$ cat config.mk
export PLATFORM = sky130hd
export DESIGN_NAME = r_cpu_result_trace
export DESIGN_NICKNAME = d
export VERILOG_FILES = /design/src/rtl/r_cpu_pkg.sv /design/src/rtl/trace_fifo_mem.sv /design/src/rtl/r_cpu_result_trace.sv
export SDC_FILE = /design/constraint.sdc
export NUM_CORES = 1
export LEC_CHECK = 0
export ABC_CLOCK_PERIOD_IN_PS = 8220
export BUFFER_PORTS_ARGS = -buffer_cell sky130_fd_sc_hd__buf_2
export CORE_UTILIZATION = 25
export DETAILED_ROUTE_END_ITERATION = 7
export PLACE_DENSITY = 0.38
export SETUP_SLACK_MARGIN = 0.05
export SYNTH_ARGS = -nofsm -noshare
export SYNTH_HDL_FRONTEND = slang
export SYNTH_HIERARCHICAL = 1
export SYNTH_SLANG_ARGS = --single-unit
$ cat constraint.sdc
create_clock -name clka -period 8.22 [get_ports clka]
set_clock_uncertainty 0.1 [all_clocks]
set_input_delay 0.822 -clock clka [delete_from_list [all_inputs] [get_ports clka]]
set_output_delay 0.822 -clock clka [all_outputs]
set_load 0.01 [all_outputs]
$ cat src/rtl/r_cpu_pkg.sv
// Shared definitions for the R-type CPU result trace: default widths and trace-entry packing.
// Entry layout is {idx, of, zf, data}, most significant field first.
package r_cpu_pkg;

  localparam int CPU_DATA_W = 32;
  localparam int CPU_IDX_W  = 8;
  localparam int FLAG_W     = 2;

  typedef struct packed {
    logic [CPU_IDX_W-1:0]  idx;
    logic                  of;
    logic                  zf;
    logic [CPU_DATA_W-1:0] data;
  } trace_entry_t;

  function automatic int entry_width(input int data_w, input int idx_w);
    return idx_w + FLAG_W + data_w;
  endfunction

endpackage

$ cat src/rtl/trace_fifo_mem.sv
// Trace FIFO storage: DEPTH x WIDTH register array, one synchronous write port and one
// combinational read port so the head entry falls straight through to the reader.
module trace_fifo_mem #(
  parameter int DEPTH = 16,
  parameter int WIDTH = 42
) (
  input  logic                     clk_i,
  input  logic                     we_i,
  input  logic [$clog2(DEPTH)-1:0] waddr_i,
  input  logic [WIDTH-1:0]         wdata_i,
  input  logic [$clog2(DEPTH)-1:0] raddr_i,
  output logic [WIDTH-1:0]         rdata_o
);

  logic [WIDTH-1:0] mem_q [DEPTH];

  // Contents carry no reset; validity is tracked by the owning pointers.
  always_ff @(posedge clk_i) begin
    if (we_i) begin
      mem_q[waddr_i] <= wdata_i;
    end
  end

  assign rdata_o = mem_q[raddr_i];

endmodule

$ cat src/rtl/r_cpu_result_trace.sv
// Capture stage for the single-cycle R-type CPU: stores each ALU result with OF/ZF and a wrapping
// instruction index into a first-word-fall-through FIFO drained by a valid/ready pop port.
module r_cpu_result_trace
  import r_cpu_pkg::*;
#(
  parameter int DATA_W = CPU_DATA_W,
  parameter int DEPTH  = 16,
  parameter int IDX_W  = CPU_IDX_W
) (
  input  logic                     clka,
  input  logic                     rsta,
  input  logic                     clr,
  input  logic                     cap_en,
  input  logic                     wea,
  input  logic [DATA_W-1:0]        dina,
  input  logic                     ofa,
  input  logic                     zfa,
  input  logic                     rd_ready,
  output logic                     rd_valid,
  output logic [DATA_W-1:0]        rd_data,
  output logic                     rd_of,
  output logic                     rd_zf,
  output logic [IDX_W-1:0]         rd_idx,
  output logic [$clog2(DEPTH):0]   count,
  output logic                     full,
  output logic [7:0]               drop_cnt,
  output logic                     overflow
);

  localparam int PTR_W   = $clog2(DEPTH);
  localparam int CNT_W   = PTR_W + 1;
  localparam int ENTRY_W = entry_width(DATA_W, IDX_W);

  logic [PTR_W-1:0]   wptr_q, wptr_d;
  logic [PTR_W-1:0]   rptr_q, rptr_d;
  logic [CNT_W-1:0]   count_q, count_d;
  logic               full_q, full_d;
  logic [IDX_W-1:0]   idx_q, idx_d;
  logic [7:0]         drop_q, drop_d;
  logic               ovf_q, ovf_d;

  logic               att, pop, push, drop, empty;
  logic [ENTRY_W-1:0] wr_entry, rd_entry;

  assign empty    = (count_q == '0);
  assign att      = cap_en & wea;
  assign pop      = ~empty & rd_ready;
  // A pop in the same cycle frees the slot, so a full FIFO still accepts the push.
  assign push     = att & (~full_q | pop);
  assign drop     = att & full_q & ~pop;
  assign wr_entry = {idx_q, ofa, zfa, dina};

  always_comb begin
    wptr_d  = wptr_q;
    rptr_d  = rptr_q;
    count_d = count_q;
    idx_d   = idx_q;
    drop_d  = drop_q;
    ovf_d   = ovf_q;
    if (clr) begin
      wptr_d  = '0;
      rptr_d  = '0;
      count_d = '0;
      idx_d   = '0;
      drop_d  = '0;
      ovf_d   = 1'b0;
    end else begin
      if (push) begin
        wptr_d = wptr_q + PTR_W'(1);
      end
      if (pop) begin
        rptr_d = rptr_q + PTR_W'(1);
      end
      count_d = count_q + CNT_W'(push) - CNT_W'(pop);
      if (att) begin
        idx_d = idx_q + IDX_W'(1);
      end
      if (drop) begin
        ovf_d = 1'b1;
        if (drop_q != 8'hFF) begin
          drop_d = drop_q + 8'd1;
        end
      end
    end
    full_d = (count_d == CNT_W'(DEPTH));
  end

  always_ff @(posedge clka or posedge rsta) begin
    if (rsta) begin
      wptr_q  <= '0;
      rptr_q  <= '0;
      count_q <= '0;
      full_q  <= 1'b0;
      idx_q   <= '0;
      drop_q  <= '0;
      ovf_q   <= 1'b0;
    end else begin
      wptr_q  <= wptr_d;
      rptr_q  <= rptr_d;
      count_q <= count_d;
      full_q  <= full_d;
      idx_q   <= idx_d;
      drop_q  <= drop_d;
      ovf_q   <= ovf_d;
    end
  end

  trace_fifo_mem #(
    .DEPTH(DEPTH),
    .WIDTH(ENTRY_W)
  ) u_mem (
    .clk_i  (clka),
    .we_i   (push & ~clr),
    .waddr_i(wptr_q),
    .wdata_i(wr_entry),
    .raddr_i(rptr_q),
    .rdata_o(rd_entry)
  );

  assign rd_valid = ~empty;
  assign rd_data  = empty ? '0 : rd_entry[DATA_W-1:0];
  assign rd_zf    = ~empty & rd_entry[DATA_W];
  assign rd_of    = ~empty & rd_entry[DATA_W+1];
  assign rd_idx   = empty ? '0 : rd_entry[DATA_W+2 +: IDX_W];
  assign count    = count_q;
  assign full     = full_q;
  assign drop_cnt = drop_q;
  assign overflow = ovf_q;

endmodule

==> flow_summary.yaml <==
run_status:
  run_status: "completed"
route:
  wirelength_mm: 66.5
  drt-vias-per-instance: 4.45
  route.vias.total: 12800
  drt_first_iter_violations: 853
  wl_per_cell_um: 23.1
  first_pass_iters: 4
  remaining_drc_errors: 0
  final_antenna_net_count: 0
clock_network:
  ctsLongestPathBuffers: 3
  clock_insertion_delay_worst_skew_ps: 630
  cts_repair_resize_count: 0
  clk_transition_reported_paths_ps: 50
  holdBufCountCts: 0
  cts_buffers: 81
  cts.htree.levels: 3
  post_cts_setup_buffer_count: 0
  cts_tree: "done"
  cts.root.buffer_cell: "sky130_fd_sc_hd__clkbuf_16"
  cts.sink_count: 703
setup_path:
  worstPathRequired_ps: 7300
  worst_r2r_path_depth: 9
  endpoint_kind: "output pin"
  worstSetupPathType: "reg -> out"
  crit-reg2reg-capture: "u_mem/mem_q[6][25]"
  critPathBufInv: 2
  timing.critical_path.from: "rptr_q[1]"
  timing.critical_path.arrival_ps: 3560
  critical_path.slowest_cell: "sky130_fd_sc_hd__dfrtp_4"
  rrSetupSlack_ps: 4420
  critical_path.top_delay_family: "flip-flops"
  crit_path_start_kind: "register"
  critical_path_peak_fanout: 129
  r2r-start: "count[2]"
  timing.critical_path.slowest_cell_delay_ps: 880
  path_cells: "buf_12 -> mux4_2 -> a22oi_1 -> nand2_1 -> and2_1 -> buf_2"
timing:
  max_frequency_mhz: 223
  min_period_over_period: 0.546
  fin_ws_ps: 3730
  timing.max_slew.rel_slack: 0.312
  worst_slew_pin_slew_ps: 1030
  final_hold_viol_count: 0
  final.setup.tns_ps: 0
  post-route-min-period_ps: 4490
  timing.final.max_slew_violations: 0
  rsz0062_at_grt: "no"
  finalSetupViolations: 0
synthesis:
  synth_edf_count: 672
  count_of_state_elements_after_synthesis: 703
  synth_cell_type_count: 42
  synth.mux.area_fraction: 0.140
  postSynthNetCount: 1324
  synth_ff_type: "sky130_fd_sc_hd__edfxtp_1"
  syn_inst: 1273
  netlist_top_cells_area: "sky130_fd_sc_hd__edfxtp_1 (74%), sky130_fd_sc_hd__mux4_2 (14%), sky130_fd_sc_hd__dfrtp_1 (2.9%)"
  synth_simple_gate_area_share: 0.0342
  synth.cells.most_frequent: "sky130_fd_sc_hd__edfxtp_1 (672), sky130_fd_sc_hd__mux4_2 (168), sky130_fd_sc_hd__a22oi_1 (84), sky130_fd_sc_hd__nand2_1 (52), sky130_fd_sc_hd__and2_1 (44)"
  combinational_family_with_the_most_area_after_synthesis: "multiplexers"
  yosys.area_share.xor_xnor: 0.00451
  synth-warning-count: 6
  synth.top_cell.area_share: 0.743
  postSynth.asyncResetShare: 0.0441
  synth_area_per_cell_um2: 21.3
  synth_adder_area_share: 0.00534
  syn_area_mm2: 0.0272
  synth.most_common_cell: "sky130_fd_sc_hd__edfxtp_1"
  yosys.area.top_type: "sky130_fd_sc_hd__edfxtp_1"
  synth_compound_gate_area_share: 0.0290
  yosysSeqAreaShare: 0.771
floorplanning:
  fp.dieH_um: 332
  initial_utilization: 0.253
  design.core.area_mm2: 0.107
  io_pins: 98
  fp.dieArea_mm2: 0.110
  chipWidth_um: 332
  std_cell_rows: 120
grt:
  grtUsageTotal: 0.122
  grt_overflow: 0
  first_global_vias: 14200
  grt_first_pass_wirelength_mm: 98.1
  grt_antenna_before_repair: 4
  grt_start_max_net_pins: 130
cells_and_area:
  nNetsFinal: 1462
  layout-area-overhead-vs-synth_pct: 17.8
  drive_gt1_frac: 0.294
  num-fill-cells: 10400
  footprint_of_the_multi_input_gates_mm2: 0.00593
  seq_area_mm2: 0.0210
  layout.cells.non_filler: 2878
placement:
  place_hpwl_mm: 32.4
  port_buffers: 97
  place_inst: 2731
  pre_cts_slack_ps: 4050
  routabilityCongestion: 0.690
power_and_ir_drop:
  power.combinational.fraction: 0.181
  ir_drop_v: 0.000140
  power.sequential.fraction: 0.439
  p_int_w: 0.00684
  p_sw_w: 0.00237
  power.switching_fraction: 0.258
  powerDensity_mw_per_mm2: 288
  cellLeakagePower_nw: 9.97
  clock_network_fraction_of_total_power: 0.380
flow_run:
  maxCapViolations: 0
hold_path:
  worst_hold_path_type: "in -> async"
==> state kept, by name (all words and copies together) (netlist names) <==
signal       flops
overflow         1
drop_cnt         8
full             1
idx_q            8
u_mem/mem_q    672
rptr_q           4
wptr_q           4
count            5
==> per-stage QoR <==
step | hold slack, ps | total power [W] | utilization | area (um2)
after global routing | 178 | 0.00965 | 0.298 | 32000
after floorplan | 435 | 0.00533 | - | 27200
after global placement | 390 | 0.00587 | 0.274 | 29400
final | 175 | 0.00921 | 0.298 | 32000
after CTS | 151 | 0.00942 | 0.298 | 32000
after detailed placement | 397 | 0.00586 | 0.274 | 29400
==> cell type report <==
type                    instances  share of cell area
clock inverters                41              0.0138
well taps                    1403              0.0548
diodes                          1           0.0000782
multi-input cells             489               0.185
flip-flops and latches        703               0.655
clock buffers                 105              0.0677
repair buffers                123              0.0220
inverters                      13             0.00152
==> layout by cell type (no fill, tap or decap), drive strengths merged, types with 2 or more instances in the layout <==
cell | Yosys | routed
nand2 | 52 | 52
mux4 | 168 | 168
nor2b | 6 | 6
buf | 31 | 123
or3 | 4 | 4
clkbuf | 37 | 105
clkinv | 0 | 31
edfxtp | 672 | 672
a21oi | 13 | 13
nand3 | 11 | 11
clkinvlp | 0 | 2
xnor2 | 5 | 5
o31ai | 3 | 3
mux2i | 2 | 2
and2 | 44 | 44
inv | 13 | 15
bufinv | 0 | 6
or4 | 2 | 2
nand2b | 6 | 6
dfrtp | 31 | 31
ha | 10 | 10
o21ai | 3 | 3
nor3 | 5 | 5
nand3b | 2 | 2
nand4 | 6 | 6
a21o | 2 | 2
xor2 | 9 | 9
a22oi | 84 | 84
and3 | 4 | 4
nor2 | 37 | 37
==> cells by family (layout without fill, tap and decap cells) <==
| group | Yosys count | in the layout |
|---|---|---|
| DFF | 703 | 703 |
| and+or+nand+nor | 183 | 183 |
| muxes | 171 | 171 |
| AOI/OAI and AO/OA | 110 | 110 |
| buffers and inverters | 81 | 282 |
| xor gates and xnor gates | 14 | 14 |
| adders and majority gates | 11 | 11 |
| other | 0 | 1 |
==> worst reg2reg max path, stage by stage (launching register included) <==
cell and delay (ps):
sky130_fd_sc_hd__dfrtp_1 370, sky130_fd_sc_hd__inv_1 70, sky130_fd_sc_hd__ha_1 200, sky130_fd_sc_hd__nor4b_4 140
sky130_fd_sc_hd__o22ai_1 530, sky130_fd_sc_hd__inv_1 150, sky130_fd_sc_hd__nor2_1 220, sky130_fd_sc_hd__nand3b_1 310
sky130_fd_sc_hd__nor2_4 720, sky130_fd_sc_hd__buf_4 590
==> metal layers <==
layer  track usage  vias up  wire (um)
li1              -     5559          -
met1         0.165     6915      30100
met2         0.198      231      32100
met3        0.0246      102       2700
met4        0.0357        2       1520
met5             0        -          8
==> power by group through the flow <==
stage | Clock [W] | Sequential, W | Combinational, W
final | 0.00350 | 0.00404 | 0.00167
after detailed placement | 0 | 0.00412 | 0.00174
after global routing | 0.00374 | 0.00405 | 0.00185
after floorplan | 0 | 0.00407 | 0.00126
after CTS | 0.00363 | 0.00405 | 0.00175
after global placement | 0 | 0.00412 | 0.00175
==> worst max path at each step <==
stage	to	slack (ps)	cells after the start
2_1_floorplan	u_mem/mem_q[0][0]	2660	6
3_3_place_gp	u_mem/mem_q[6][22]	4070	8
3_5_place_dp	u_mem/mem_q[6][24]	4050	8
4_1_cts	rd_data[15]	3590	6
5_1_grt	rd_idx[7]	3450	6
6_report	rd_idx[5]	3730	6
Power figures use the tool's default switching activity.
